## src/rtl/huffman_decoder.sv

```systemverilog
// rtl/huffman_decoder.sv - serial-bitstream decoder for the 6-symbol Huffman code
module huffman_decoder #(
  parameter int NUM_SYM = 100,
  parameter int MAX_LEN = 8
) (
  input  logic                   clk,
  input  logic                   reset,
  input  logic                   code_valid,
  input  logic [6*MAX_LEN-1:0]   HC,
  input  logic [6*MAX_LEN-1:0]   M,
  output logic                   table_err,
  input  logic                   bit_valid,
  input  logic                   bit_data,
  output logic                   bit_ready,
  output logic                   sym_valid,
  output logic [7:0]             sym_data,
  output logic                   dec_err,
  output logic                   done
);

  typedef enum logic {IDLE, DECODE} state_t;

  state_t state, state_n;

  logic [MAX_LEN-1:0] tbl_hc [6];
  logic [MAX_LEN-1:0] tbl_m  [6];

  logic [MAX_LEN-1:0] acc, acc_nx, acc_d;
  logic [3:0]         len, len_nx, len_d;
  logic [7:0]         sym_cnt, cnt_inc, cnt_d;
  logic [MAX_LEN-1:0] len_mask;
  logic               masks_ok;
  logic               load;
  logic               match_found;
  logic [7:0]         match_sym;
  logic               sv_d, de_d, dn_d, te_d;
  logic [7:0]         sd_d;

  // A usable mask is non-zero with all ones packed at the bottom (2^L-1).
  function automatic logic mask_ok(input logic [MAX_LEN-1:0] m);
    return (m != '0) &&
           ((m & (m + {{(MAX_LEN-1){1'b0}}, 1'b1})) == '0);
  endfunction

  assign bit_ready = (state == DECODE);
  assign acc_nx    = {acc[MAX_LEN-2:0], bit_data};
  assign len_nx    = len + 4'd1;
  assign cnt_inc   = sym_cnt + 8'd1;

  // Validate all six incoming masks in one go.
  always_comb begin
    masks_ok = 1'b1;
    for (int i = 0; i < 6; i++) begin
      if (!mask_ok(M[(6-i)*MAX_LEN-1 -: MAX_LEN])) masks_ok = 1'b0;
    end
  end

  // Mask a codeword of the post-shift length would carry, and the table lookup;
  // scanning downwards lets the lowest symbol index win on overlap.
  always_comb begin
    len_mask    = '0;
    match_found = 1'b0;
    match_sym   = 8'd0;
    for (int k = 0; k < MAX_LEN; k++) begin
      len_mask[k] = (4'(k) < len_nx);
    end
    for (int i = 5; i >= 0; i--) begin
      if ((tbl_m[i] == len_mask) && ((tbl_hc[i] & tbl_m[i]) == acc_nx)) begin
        match_found = 1'b1;
        match_sym   = 8'(i + 1);
      end
    end
  end

  // Next-state and next-output decision.
  always_comb begin
    state_n = state;
    load    = 1'b0;
    acc_d   = acc;
    len_d   = len;
    cnt_d   = sym_cnt;
    sv_d    = 1'b0;
    sd_d    = 8'd0;
    de_d    = 1'b0;
    dn_d    = 1'b0;
    te_d    = 1'b0;
    case (state)
      IDLE: begin
        if (code_valid) begin
          if (masks_ok) begin
            load    = 1'b1;
            acc_d   = '0;
            len_d   = 4'd0;
            cnt_d   = 8'd0;
            state_n = DECODE;
          end else begin
            te_d = 1'b1;
          end
        end
      end
      DECODE: begin
        if (bit_valid) begin
          if (match_found) begin
            sv_d  = 1'b1;
            sd_d  = match_sym;
            acc_d = '0;
            len_d = 4'd0;
            cnt_d = cnt_inc;
            if (cnt_inc == 8'(NUM_SYM)) begin
              dn_d    = 1'b1;
              state_n = IDLE;
            end
          end else if (len_nx == 4'(MAX_LEN)) begin
            de_d  = 1'b1;
            acc_d = '0;
            len_d = 4'd0;
          end else begin
            acc_d = acc_nx;
            len_d = len_nx;
          end
        end
      end
      default: state_n = IDLE;
    endcase
  end

  // State register.
  always_ff @(posedge clk or negedge reset) begin
    if (!reset) state <= IDLE;
    else        state <= state_n;
  end

  // Code table, replaced only by an accepted load.
  always_ff @(posedge clk or negedge reset) begin
    if (!reset) begin
      for (int i = 0; i < 6; i++) begin
        tbl_hc[i] <= '0;
        tbl_m[i]  <= '0;
      end
    end else if (load) begin
      for (int i = 0; i < 6; i++) begin
        tbl_hc[i] <= HC[(6-i)*MAX_LEN-1 -: MAX_LEN];
        tbl_m[i]  <= M[(6-i)*MAX_LEN-1 -: MAX_LEN];
      end
    end
  end

  // Accumulator, length, symbol count and registered output pulses.
  always_ff @(posedge clk or negedge reset) begin
    if (!reset) begin
      acc       <= '0;
      len       <= 4'd0;
      sym_cnt   <= 8'd0;
      sym_valid <= 1'b0;
      sym_data  <= 8'd0;
      dec_err   <= 1'b0;
      done      <= 1'b0;
      table_err <= 1'b0;
    end else begin
      acc       <= acc_d;
      len       <= len_d;
      sym_cnt   <= cnt_d;
      sym_valid <= sv_d;
      sym_data  <= sd_d;
      dec_err   <= de_d;
      done      <= dn_d;
      table_err <= te_d;
    end
  end

endmodule

```

## config.mk

```make
export PLATFORM = sky130hd
export DESIGN_NAME = huffman_decoder
export DESIGN_NICKNAME = d
export VERILOG_FILES = /design/src/rtl/huffman_decoder.sv
export SDC_FILE = /design/constraint.sdc
export NUM_CORES = 1
export LEC_CHECK = 0
export ABC_AREA = 1
export BUFFER_PORTS_ARGS = -buffer_cell sky130_fd_sc_hd__buf_2
export CORE_MARGIN = 2
export CORE_UTILIZATION = 23
export CTS_CLUSTER_SIZE = 10
export DETAILED_ROUTE_END_ITERATION = 8
export PLACE_DENSITY = 0.46
export SYNTH_ARGS = -nofsm -noshare
export SYNTH_HDL_FRONTEND = slang
export SYNTH_SLANG_ARGS = --single-unit
```

## constraint.sdc

```tcl
create_clock -name clk -period 3.1 [get_ports clk]
set_input_delay 0.155 -clock clk [delete_from_list [all_inputs] [get_ports clk]]
set_output_delay 0.155 -clock clk [all_outputs]
set_load 0.005 [all_outputs]
```

==> Implementation_results.wiki <==
{| class="wikitable"
! Metric !! Value
|-
| Max-slew headroom at the worst pin || 51.5%
|-
| Period Utilization, post-route || between 80% and 90%
|-
| CP max FO || 9
|-
| DRC || 0
|-
| Cells resized by post-CTS repair || 0
|-
| Floorplan die height || between 150 and 200 µm
|-
| Source of the critical timing path || len[1]$_DFFE_PN0P_
|-
| Diodes inserted || 0
|-
| CTS tree || yes
|-
| Quantity of hold-fixing buffers added after cts || 49
|-
| First-pass GRT wire length || 43.3 mm
|-
| Layout cells sized above 1 || 14.7%
|-
| Number of hold violations in the final report || 0
|-
| Number of nets in the layout || 1354
|-
| Asr flop ratio synth || 100%
|-
| Worst vdd ir || 0.338 mV
|-
| Multi-input logic area || roughly 4000 µm²
|-
| Sequential Power Share || ~41%
|-
| Power spent charging and discharging nets || 0.935 mW
|-
| Number of maximum-capacitance violations || 0
|-
| Post-CTS Repair Setup Buffers || 0
|-
| Launch instance of the worst register-to-register path || len[1]$_DFFE_PN0P_
|-
| Vias in the first global route || 7490
|-
| Number of sinks driven by the clock tree || roughly 120
|-
| Most used cell, CP || sky130_fd_sc_hd__nand2_1
|-
| Clock network fraction of design power || 53.1%
|-
| Clock Tree Buf Depth || 2
|-
| Number of slew-limit violations in the final report || 0
|-
| EDFF count, synth || 0
|-
| Antenna viol nets, final || 0
|-
| Post-synthesis area per instance || 6.92 µm²
|-
| Crit path buffers/inverters || 2
|-
| Startpoint class of the critical path || register
|-
| Cell with the largest stage delay on the worst path || sky130_fd_sc_hd__dfrtp_1
|-
| CTS H-Tree Depth || 4
|-
| Number of buffers inserted during clock tree synthesis || 17
|-
| Family of cells with the greatest summed delay on the critical path || simple AND/OR/NAND/NOR gates
|-
| Setup repair after global routing missed its margin || no
|-
| Count of warnings emitted by yosys || 0
|-
| Data required time at the worst endpoint || between 3 and 4 ns
|-
| Final-report setup violation count || 0
|-
| Status || finished clean
|-
| Global routing usage on met3 || 2.79%
|-
| Clock transition time at the flip-flop clock pins of the worst setup and hold paths || 0.06 ns
|-
| Weighted congestion at the end of routability-driven global placement || 0.900
|-
| Internal Dissipation || 3.03 mW
|-
| Pin count of the biggest net entering global routing || between 80 and 90
|-
| Number of synthesized register bits || 123
|-
| First-pass DRT Iterations || 5
|-
| Max Clock Skew || 0.0173 ns
|-
| Combined global-route utilization of all metal layers || 17.0%
|-
| Distinct cells, synth || 42
|-
| Arrival time of data at the critical path endpoint || 3.05 ns
|-
| Synth-to-Final Area Change || 28.5%
|-
| Fraction of the yosys area taken by sequential cells || 40.7%
|-
| Effective utilization at floorplan || around a quarter
|-
| Slowest Stage Delay on Critical Path || 0.46 ns
|-
| Mapped cell area || 7570 µm²
|-
| Post-DR vias/cell || between 4 and 5
|-
| Final hold slack || approximately 0.0045 ns
|-
| Die extent in x || 185 µm
|-
| Vias after detailed routing || 7606
|-
| Quantity of I/O buffers inserted on ports || about 110
|-
| Number of antenna violations at the first check in global routing || 0
|-
| Pwr dens || 408 nW/µm²
|-
| Crit path cell chain || ha_1 -> nand2_2 -> inv_2 -> nor2_2 -> nand2_2 -> nand2_4 -> nand2_1 -> nand2_1 -> nand2_1 -> nor2_1 -> nand3_1 -> nand2_1 -> inv_2 -> nand3_4 -> nand2_2 -> nand2_4 -> nand2_4 -> nand2_1 -> nand2_1
|-
| Switching part of the total || 23.6%
|-
| I/O Pins || approximately 110
|-
| Synthesized instance count || 1093
|-
| Worst-Margin Slew || 0.727 ns
|-
| Critical path endpoint category || register
|-
| Core area || around 32000 µm²
|-
| Number of design-rule violations left by the first detailed-router iteration || 588
|-
| Total overflow reported by the global router || 0
|-
| Top achievable clock speed || ~0.37 GHz
|-
| Final-layout fill cell count || 3592
|-
| Source of the worst hold timing path || HC[24]
|-
| Cell at the root of the clock tree || sky130_fd_sc_hd__clkbuf_16
|-
| Kind of critical path || register to register
|-
| Main synth FF type || sky130_fd_sc_hd__dfrtp_1
|-
| HPWL after detailed placement || 21.6 mm
|-
| GRT busiest layer || met2
|-
| Routed Wire Length || 27.9 mm
|-
| Area of the die || 34400 µm²
|-
| P_leak || around 4.9 nW
|-
| Crit path time final || about 2.7 ns
|-
| Met1 routing resource usage after global routing || 22.0%
|-
| Accumulated negative setup slack || 0 ns
|-
| Global-route track usage on met2 || 28.3%
|-
| Area occupied by registers || just over 3000 µm²
|-
| Skew-Pair Late Insertion Delay || ~0.43 ns
|-
| Site row count || between 60 and 70
|-
| Type of the most critical hold path || input port to register
|-
| Final routed wire length divided by cell count || around 16 µm
|-
| Combinational share of power || 6.4%
|}
==> worst min-delay path, cell delays in order <==
cell and delay [ns]:
sky130_fd_sc_hd__buf_2 0.07, sky130_fd_sc_hd__nand3_1 0.08, sky130_fd_sc_hd__nand2_1 0.08
==> layout by cell type, fill, tap and decap left out, types with 17 or more instances in the layout <==
master / n
sky130_fd_sc_hd__buf_2: 107
sky130_fd_sc_hd__clkbuf_16: 17
sky130_fd_sc_hd__dfrtp_1: 123
sky130_fd_sc_hd__dlygate4sd3_1: 49
sky130_fd_sc_hd__inv_1: 91
sky130_fd_sc_hd__nand2_1: 440
sky130_fd_sc_hd__nand3_1: 153
sky130_fd_sc_hd__nor2_1: 61
sky130_fd_sc_hd__o21ai_0: 58
sky130_fd_sc_hd__xor2_1: 29
==> layer usage <==
layer | vias up | routed length (µm)
li1 | 3823 | -
met1 | 3531 | 12600
met2 | 206 | 13300
met3 | 46 | 1180
met4 | 0 | 805
met5 | - | 0
==> cell families (layout without fill, tap and decap cells) <==
family	count (synthesis)	after routing	share of synthesized area, %
DFF	123	123	40.7
other	1	5	0.0496
adders and majority gates	4	4	0.661
and+or+nand+nor	726	726	42.3
buffers and inverters	130	295	6.99
xor gates and xnor gates	31	31	3.59
AOI/OAI and AO/OA	78	78	5.69
==> power groups by stage <==
| stage | Clock [mW] | Sequential (mW) | Combinational, mW |
|---|---|---|---|
| final | 2.11 | 1.61 | 0.253 |
| after global routing | 2.22 | 1.61 | 0.282 |
| after CTS | 2.15 | 1.61 | 0.258 |
| after detailed placement | 0 | 1.64 | 0.209 |
| after global placement | 0 | 1.64 | 0.210 |
| after floorplan | 0 | 1.64 | 0.0634 |
==> state kept, by name (all words and copies together), names as in the netlist <==
signal,flops
tbl_hc,48
sym_valid,1
len,4
table_err,1
acc,7
sym_cnt,8
sym_data,3
done,1
bit_ready,1
dec_err,1
tbl_m,48
==> synth_stat cells (2+ instances only) <==
library cell	number	area, µm²
sky130_fd_sc_hd__a221oi_1	2	17.5
sky130_fd_sc_hd__inv_2	5	18.8
sky130_fd_sc_hd__nor2_1	61	229
sky130_fd_sc_hd__nand3_4	2	35.0
sky130_fd_sc_hd__xor2_1	29	254
sky130_fd_sc_hd__nand2_2	7	43.8
sky130_fd_sc_hd__nand2_1	441	1660
sky130_fd_sc_hd__o2111ai_1	2	17.5
sky130_fd_sc_hd__nand4_2	2	25.0
sky130_fd_sc_hd__and3_1	3	18.8
sky130_fd_sc_hd__nor2_2	2	12.5
sky130_fd_sc_hd__nand3_1	153	766
sky130_fd_sc_hd__o21ai_0	58	290
sky130_fd_sc_hd__buf_6	2	22.5
sky130_fd_sc_hd__nor2_4	2	22.5
sky130_fd_sc_hd__nand2_4	6	67.6
sky130_fd_sc_hd__inv_1	91	342
sky130_fd_sc_hd__dfrtp_1	123	3080
sky130_fd_sc_hd__nand3b_1	7	52.6
sky130_fd_sc_hd__nand4_1	12	75.1
sky130_fd_sc_hd__xnor2_1	2	17.5
sky130_fd_sc_hd__nor4_1	4	25.0
sky130_fd_sc_hd__ha_1	4	50.1
sky130_fd_sc_hd__nand3_2	5	50.1
sky130_fd_sc_hd__nor3_1	7	35.0
sky130_fd_sc_hd__clkbuf_1	20	75.1
sky130_fd_sc_hd__a21oi_1	3	15.0
sky130_fd_sc_hd__buf_2	6	30.0
sky130_fd_sc_hd__o22ai_1	9	56.3
sky130_fd_sc_hd__buf_4	5	37.5
sky130_fd_sc_hd__nor3b_1	7	52.6
==> stage by stage <==
step	instances	utilization (%)	total power [mW]	setup WS [ns]	instance area (µm²)
2_1_floorplan	1097	-	1.70	0.858	7580
3_3_place_gp	1623	26.5	1.85	0.443	8610
3_5_place_dp	1623	26.5	1.85	0.375	8610
4_1_cts	1704	30.0	4.01	0.364	9720
5_1_grt	1704	30.0	4.11	0.124	9720
6_report	1704	30.0	3.96	0.372	9720
==> cell type report <==
type                            count  share of cell area (%)
Tap cell                          442                    5.69
Clock inverter                     13                    1.71
Timing Repair Buffer              166                    11.6
Multi-Input combinational cell    844                    41.0
Clock buffer                       19                    4.66
Sequential cell                   123                    31.7
Inverter                           97                    3.74
==> worst paths after layout <==
check | endpoint | slack [ns] | cells past startpoint
hold / removal | tbl_hc[24]$_DFFE_PN0P_ | 0.005 | 3
hold reg to reg | tbl_hc[47]$_DFFE_PN0P_ | 0.48 | 2
setup reg to reg | sym_cnt[5]$_DFFE_PN0P_ | 0.37 | 19
setup / recovery | sym_cnt[5]$_DFFE_PN0P_ | 0.37 | 19
min in group asynchronous | tbl_hc[16]$_DFFE_PN0P_ | 0.31 | 2
max in group asynchronous | tbl_m[37]$_DFFE_PN0P_ | 1.90 | 4
Power figures use the tool's default switching activity.
